File: src/rtl/mat_loader.sv
// Host-side loader for the matrix unit. It assembles framed 32-bit host words into
// instruction and data rows, writes them to the memories, and sequences the controller run.
//   state     | meaning
//   S_IDLE    | waiting for a header word
//   S_ADDR    | waiting for the base row address
//   S_PAYLOAD | collecting beats of the current row
//   S_WRITE   | one-cycle write strobe for the assembled row
//   S_RUN     | controller released from reset, waiting for done
module mat_loader #(
    parameter int WIDTH                = 16,
    parameter int INST_MEM_ADDR_SIZE   = 32,
    parameter int DATA_MEM_ADDR_SIZE   = 32,
    parameter int INST_MEM_WIDTH_BYTES = 16
) (
    input  logic                              clock,
    input  logic                              reset,
    input  logic                              in_valid,
    output logic                              in_ready,
    input  logic [31:0]                       in_data,
    output logic                              inst_mem_write_en,
    output logic [INST_MEM_ADDR_SIZE-1:0]     inst_mem_write_addr,
    output logic [8*INST_MEM_WIDTH_BYTES-1:0] inst_mem_data_in,
    output logic                              data_mem_write_en,
    output logic [DATA_MEM_ADDR_SIZE-1:0]     data_mem_write_addr,
    output logic [32*WIDTH-1:0]               data_mem_data_in,
    output logic                              control_reset,
    input  logic                              done,
    output logic                              run_done
);

    localparam int INST_BEATS = INST_MEM_WIDTH_BYTES / 4;
    localparam int INST_W     = 8 * INST_MEM_WIDTH_BYTES;
    localparam int DATA_W     = 32 * WIDTH;
    localparam int BUF_W      = (DATA_W > INST_W) ? DATA_W : INST_W;

    typedef enum logic [2:0] {
        S_IDLE,
        S_ADDR,
        S_PAYLOAD,
        S_WRITE,
        S_RUN
    } state_t;

    state_t                        state_q, state_d;
    logic                          is_data_q, is_data_d;
    logic [15:0]                   count_q, count_d;
    logic [15:0]                   row_q, row_d;
    logic [15:0]                   beat_q, beat_d;
    logic [BUF_W-1:0]              buf_q, buf_d;
    logic [INST_MEM_ADDR_SIZE-1:0] iptr_q, iptr_d;
    logic [DATA_MEM_ADDR_SIZE-1:0] dptr_q, dptr_d;
    logic [INST_MEM_ADDR_SIZE-1:0] iaddr_q, iaddr_d;
    logic [DATA_MEM_ADDR_SIZE-1:0] daddr_q, daddr_d;
    logic [INST_W-1:0]             idata_q, idata_d;
    logic [DATA_W-1:0]             ddata_q, ddata_d;
    logic                          iwe_q, iwe_d;
    logic                          dwe_q, dwe_d;
    logic                          crst_q, crst_d;
    logic                          rdone_q, rdone_d;

    logic        accept;
    logic [15:0] last_idx;

    assign in_ready = !reset && (state_q inside {S_IDLE, S_ADDR, S_PAYLOAD});
    assign accept   = in_valid && in_ready;
    assign last_idx = is_data_q ? 16'(WIDTH - 1) : 16'(INST_BEATS - 1);

    always_ff @(posedge clock or posedge reset) begin
        if (reset) begin
            state_q   <= S_IDLE;
            is_data_q <= 1'b0;
            count_q   <= '0;
            row_q     <= '0;
            beat_q    <= '0;
            buf_q     <= '0;
            iptr_q    <= '0;
            dptr_q    <= '0;
            iaddr_q   <= '0;
            daddr_q   <= '0;
            idata_q   <= '0;
            ddata_q   <= '0;
            iwe_q     <= 1'b0;
            dwe_q     <= 1'b0;
            crst_q    <= 1'b1;
            rdone_q   <= 1'b0;
        end else begin
            state_q   <= state_d;
            is_data_q <= is_data_d;
            count_q   <= count_d;
            row_q     <= row_d;
            beat_q    <= beat_d;
            buf_q     <= buf_d;
            iptr_q    <= iptr_d;
            dptr_q    <= dptr_d;
            iaddr_q   <= iaddr_d;
            daddr_q   <= daddr_d;
            idata_q   <= idata_d;
            ddata_q   <= ddata_d;
            iwe_q     <= iwe_d;
            dwe_q     <= dwe_d;
            crst_q    <= crst_d;
            rdone_q   <= rdone_d;
        end
    end

    always_comb begin
        state_d   = state_q;
        is_data_d = is_data_q;
        count_d   = count_q;
        row_d     = row_q;
        beat_d    = beat_q;
        buf_d     = buf_q;
        iptr_d    = iptr_q;
        dptr_d    = dptr_q;
        iaddr_d   = iaddr_q;
        daddr_d   = daddr_q;
        idata_d   = idata_q;
        ddata_d   = ddata_q;
        iwe_d     = 1'b0;
        dwe_d     = 1'b0;
        crst_d    = crst_q;
        rdone_d   = 1'b0;

        case (state_q)
            S_IDLE: begin
                if (accept) begin
                    count_d = in_data[15:0];
                    case (in_data[31:30])
                        2'b00: begin
                            is_data_d = 1'b0;
                            state_d   = S_ADDR;
                        end
                        2'b01: begin
                            is_data_d = 1'b1;
                            state_d   = S_ADDR;
                        end
                        2'b11: begin
                            crst_d  = 1'b0;
                            state_d = S_RUN;
                        end
                        default: state_d = S_IDLE;
                    endcase
                end
            end
            S_ADDR: begin
                if (accept) begin
                    row_d  = '0;
                    beat_d = '0;
                    if (is_data_q)
                        dptr_d = DATA_MEM_ADDR_SIZE'(in_data);
                    else
                        iptr_d = INST_MEM_ADDR_SIZE'(in_data);
                    state_d = (count_q == 16'd0) ? S_IDLE : S_PAYLOAD;
                end
            end
            S_PAYLOAD: begin
                if (accept) begin
                    buf_d[32*beat_q +: 32] = in_data;
                    if (beat_q == last_idx) begin
                        // Strobe, address and data are registered together so the
                        // write lands in the cycle after the last beat is accepted.
                        beat_d  = '0;
                        state_d = S_WRITE;
                        if (is_data_q) begin
                            dwe_d   = 1'b1;
                            daddr_d = dptr_q;
                            ddata_d = buf_d[DATA_W-1:0];
                        end else begin
                            iwe_d   = 1'b1;
                            iaddr_d = iptr_q;
                            idata_d = buf_d[INST_W-1:0];
                        end
                    end else begin
                        beat_d = beat_q + 16'd1;
                    end
                end
            end
            S_WRITE: begin
                row_d = row_q + 16'd1;
                if (is_data_q)
                    dptr_d = dptr_q + DATA_MEM_ADDR_SIZE'(1);
                else
                    iptr_d = iptr_q + INST_MEM_ADDR_SIZE'(1);
                // 17-bit compare keeps N = 65535 exact.
                if (({1'b0, row_q} + 17'd1) == {1'b0, count_q})
                    state_d = S_IDLE;
                else
                    state_d = S_PAYLOAD;
            end
            S_RUN: begin
                if (done) begin
                    crst_d  = 1'b1;
                    rdone_d = 1'b1;
                    state_d = S_IDLE;
                end
            end
            default: state_d = S_IDLE;
        endcase
    end

    assign inst_mem_write_en   = iwe_q;
    assign inst_mem_write_addr = iaddr_q;
    assign inst_mem_data_in    = idata_q;
    assign data_mem_write_en   = dwe_q;
    assign data_mem_write_addr = daddr_q;
    assign data_mem_data_in    = ddata_q;
    assign control_reset       = crst_q;
    assign run_done            = rdone_q;

endmodule
File: config.mk
export PLATFORM = sky130hd
export DESIGN_NAME = mat_loader
export DESIGN_NICKNAME = d
export VERILOG_FILES = /design/src/rtl/mat_loader.sv
export SDC_FILE = /design/constraint.sdc
export NUM_CORES = 2
export LEC_CHECK = 0
export CAP_MARGIN = 10
export CORE_MARGIN = 2
export CORE_UTILIZATION = 38
export DETAILED_ROUTE_END_ITERATION = 12
export PLACE_DENSITY = 0.58
export SLEW_MARGIN = 20
export SYNTH_ARGS = -nofsm -noshare
export SYNTH_HDL_FRONTEND = slang
export SYNTH_SLANG_ARGS = --single-unit
File: constraint.sdc
create_clock -name clock -period 47 [get_ports clock]
set_input_delay 7.05 -clock clock [delete_from_list [all_inputs] [get_ports clock]]
set_output_delay 7.05 -clock clock [all_outputs]
set_load 0.1 [all_outputs]
==> metrics.md <==
| Metric | Value |
|---|---|
| CTS tree | done |
| Clock root buffer | clkbuf_16 |
| Initial Util | about two fifths |
| Final HPWL DP | 143 mm |
| Met3 Use GR | under 10% |
| Layout cell share with drive strength beyond 1 | roughly 7.6% |
| Relative slew slack | 19.1% |
| CTS Hold Bufs | 0 |
| Max Fclk | between 0.06 and 0.07 GHz |
| Setup bufs post-CTS | 0 |
| Final setup vio count | 0 |
| Post-route minimum period | 16.56 ns |
| Pleak | 31.4 nW |
| Worst stage delay on the critical path | 1.26 ns |
| Mean routed wirelength per cell | 25.9 um |
| Post-Synth XOR/XNOR Area | 0.536% |
| Initial antenna violation count | 10 |
| Synthesis Warnings | 0 |
| Largest family of logic cells by synthesized area | simple AND/OR/NAND/NOR gates |
| Synthesized flop and latch total | ~1.3k |
| Total I/O pin count | 745 |
| Comb power frac | 32.8% |
| Largest net degree at the start of global routing | between 150 and 200 |
| Psw | between 1.5 and 2 mW |
| Part of the power in the clock network | 30.6% |
| CTS clk-pin slew, worst paths | 0.06 ns |
| Prevailing post-synth register cell | dfrtp_1 |
| CP arrival | between 9 and 10 ns |
| Total CTS buffers | 148 |
| GP Congestion | 0.891 |
| Power density cells | 55.5 nW/um2 |
| Worst Path Required | 39.95 ns |
| Grt met1 use | between 30% and 40% |
| Final ANT Viol Nets | 0 |
| Initial drt markers | roughly 4.8k |
| Commonest cells after routing, fill and taps aside | nand2_1, dfrtp_1, clkdlybuf4s50_1, o21ai_0, nor2_1 |
| All-Layer GR Usage | 28.9% |
| Finished Core Util | 47.9% |
| Critical path, cell by cell | clkdlybuf4s50_1 -> a211oi_1 -> clkdlybuf4s50_1 |
| Syn nets | 5945 |
| IO buf count | 744 |
| DRC violation count after routing | 0 |
| Worst Setup End Kind | output port |
| Final layout net count | approximately 6.5k |
| Most common cell after layout, fill and taps aside | nand2_1 |
| CTS resizes | 0 |
| Placed cell area | 64600 um2 |
| Die W | 386 um |
| Clk_skew | 0.0287 ns |
| CTS Buffer Depth | 3 |
| Period utilisation layout | 35.2% |
| Syn Inst Count | 5904 |
| Register area share after synthesis | 60.2% |
| Critical-path maximum fanout | 4 |
| Setup crit start kind | primary input |
| CP most frequent cell | clkdlybuf4s50_1 |
| Detailed-route vias per instance | 5.62 |
| Final WL | 219 mm |
| Most used routing layer | met2 |
| Clock Latency Late Sink | approximately 0.8 ns |
| First-pass GRT wire length | about 320 mm |
| Fin. Hold Viols | 0 |
| # rows | between 100 and 150 |
| Mux contribution to synthesized area | 1.29% |
| Switching Fraction | a little over two fifths |
| Tightest Pin Transition | approximately 1.2 ns |
| Fraction of registers with async set/reset | 100% |
| Peak VDD IR | 0.0600 mV |
| Met2 Use GR | 43.3% |
| Post-synthesis compound-gate area fraction | 14.5% |
| Slew Limit Fails | 0 |
| Vias in the first global route | 46.1k |
| RSZ-0062 raised after global routing | false |
| Number of flops mapped to enable cells by yosys | 0 |
| Hold Crit Class | reg2reg |
| Pwr Total | 3.86 mW |
| Avg Cell Area, Syn | between 9 and 10 um2 |
| Netlist cell types | 81 |
| Die height | 386 um |
| Status | finished clean |
| Post-synthesis simple-gate area fraction | 19.7% |
| Seq pwr share | between 30% and 40% |
| CTS Sinks | 1336 |
| TritonRoute pass-1 iters | 5 |
| Core area | between 100000 and 150000 um2 |
| Internal power | 2.23 mW |
| Max Cap Viol | 0 |
| Critical path's slowest cell | clkdlybuf4s50_1 |
| Routed vias | 47.6k |
| Synth Area in Adders | 0.131% |
| Final std cell area, no fill | roughly 70000 um2 |
| Area grow syn2layout | 25.2% |
| H-tree levels | 4 |
| Setup_tns | 0 ns |
| Overflow after GRT | 0 |
| CP Class | in2out |
| Die Area | 149000 um2 |
| CP top delay family | buffers and inverters |
| Synth Cell Area | 55600 um2 |
| Worst path bufs/invs | 2 |
-- power by group through the flow --
| stage | Sequential, mW | Clock (mW) | Combinational (mW) |
|---|---|---|---|
| finish | 1.41 | 1.18 | 1.27 |
| global route | 1.43 | 1.25 | 1.33 |
| CTS | 1.41 | 1.20 | 1.27 |
| detailed placement | 1.43 | 0 | 1.26 |
| global placement | 1.42 | 0 | 1.25 |
| floorplan | 1.78 | 0 | 0.464 |
-- final timing paths --
kind                                        start                                end  slack [ns]  depth (start not counted)
max                                         reset                           in_ready       30.44                          3
min                        buf_q[233]$_DFFE_PP0P_  data_mem_data_in[233]$_DFFE_PP0P_        0.46                          2
max reg2reg                 beat_q[0]$_DFFE_PP0P_             buf_q[330]$_DFFE_PP0P_       41.87                         11
min reg2reg                buf_q[233]$_DFFE_PP0P_  data_mem_data_in[233]$_DFFE_PP0P_        0.46                          2
max in group asynchronous                   reset  data_mem_data_in[176]$_DFFE_PP0P_       36.11                          6
min in group asynchronous                   reset              buf_q[71]$_DFFE_PP0P_        7.00                          2
-- worst register-to-register path: stages, from the launching register on --
cell and delay (ns):
dfrtp_4 0.73, inv_1 0.27, ha_4 0.90, inv_2 0.59
nor2_2 0.21, buf_4 0.36, nand3_1 0.13, buf_4 0.28
a2111oi_1 0.62, o2111ai_4 0.18, buf_4 0.32, mux2_1 0.44
-- layer usage --
layer  vias to the layer above  share of wire [%]
met2                      2015                 44
met3                       428                9.9
met5                         -             0.0059
li1                      21300                  -
met1                     23900                 41
met4                         2                5.1
-- metrics by stage --
stage	setup slack (ns)	instances	hold slack (ns)
2_1_floorplan	2.27	5904	0.439
3_3_place_gp	30.35	8193	0.449
3_5_place_dp	30.41	8195	0.450
4_1_cts	30.41	8460	0.462
5_1_grt	30.34	8462	0.482
6_report	30.44	8463	0.461
-- synthesized netlist by cell type, drive strengths merged (18+ instances only) --
cell type	number	share of area [%]
nor2	349	2.4
or4	25	0.34
and2	21	0.24
nor4	20	0.26
inv	37	0.25
a22oi	95	1.3
nand4	84	0.95
o2111ai	22	0.44
mux2	45	0.91
o22ai	23	0.26
nand2	1822	12
a31oi	104	1.2
mux2i	21	0.38
buf	109	0.97
o221ai	18	0.28
o21ai	700	6.3
and3	35	0.39
nor3	30	0.28
o211ai	33	0.47
nand3	214	1.9
dfrtp	1335	60
clkbuf	369	2.5
a221o	109	2.0
xor2	18	0.28
a21oi	117	1.1
-- cell families (layout without fill, tap and decap cells) --
logic type / Yosys count / count (layout)
xor gates and xnor gates: 34 / 34
AOI/OAI and AO/OA: 1297 / 1297
other: 0 / 2
DFF: 1336 / 1336
buffers and inverters: 515 / 1155
adders and majority gates: 6 / 6
muxes: 66 / 66
and+or+nand+nor: 2650 / 2650
-- final cells by class --
| class | instances | area [um2] |
|---|---|---|
| diodes | 2 | 5.00 |
| clock buffers | 219 | 4380 |
| clock inverters | 46 | 528 |
| fillers | 13800 | 75800 |
| inverters | 37 | 159 |
| multi-input cells | 4053 | 20500 |
| flip-flops and latches | 1336 | 33400 |
| well taps | 1917 | 2400 |
| repair buffers | 853 | 8190 |
-- sequential cells by signal (all words and copies together) (netlist names) --
register and count:
beat_q 16, buf_q 512, control_reset 1, count_q 16, data_mem_data_in 512, data_mem_write_addr 32
data_mem_write_en 1, dptr_q 32, inst_mem_data_in 128, inst_mem_write_addr 32, inst_mem_write_en 1, iptr_q 32
is_data_q 1, row_q 16, run_done 1, state_q 3
Power figures use the tool's default switching activity.
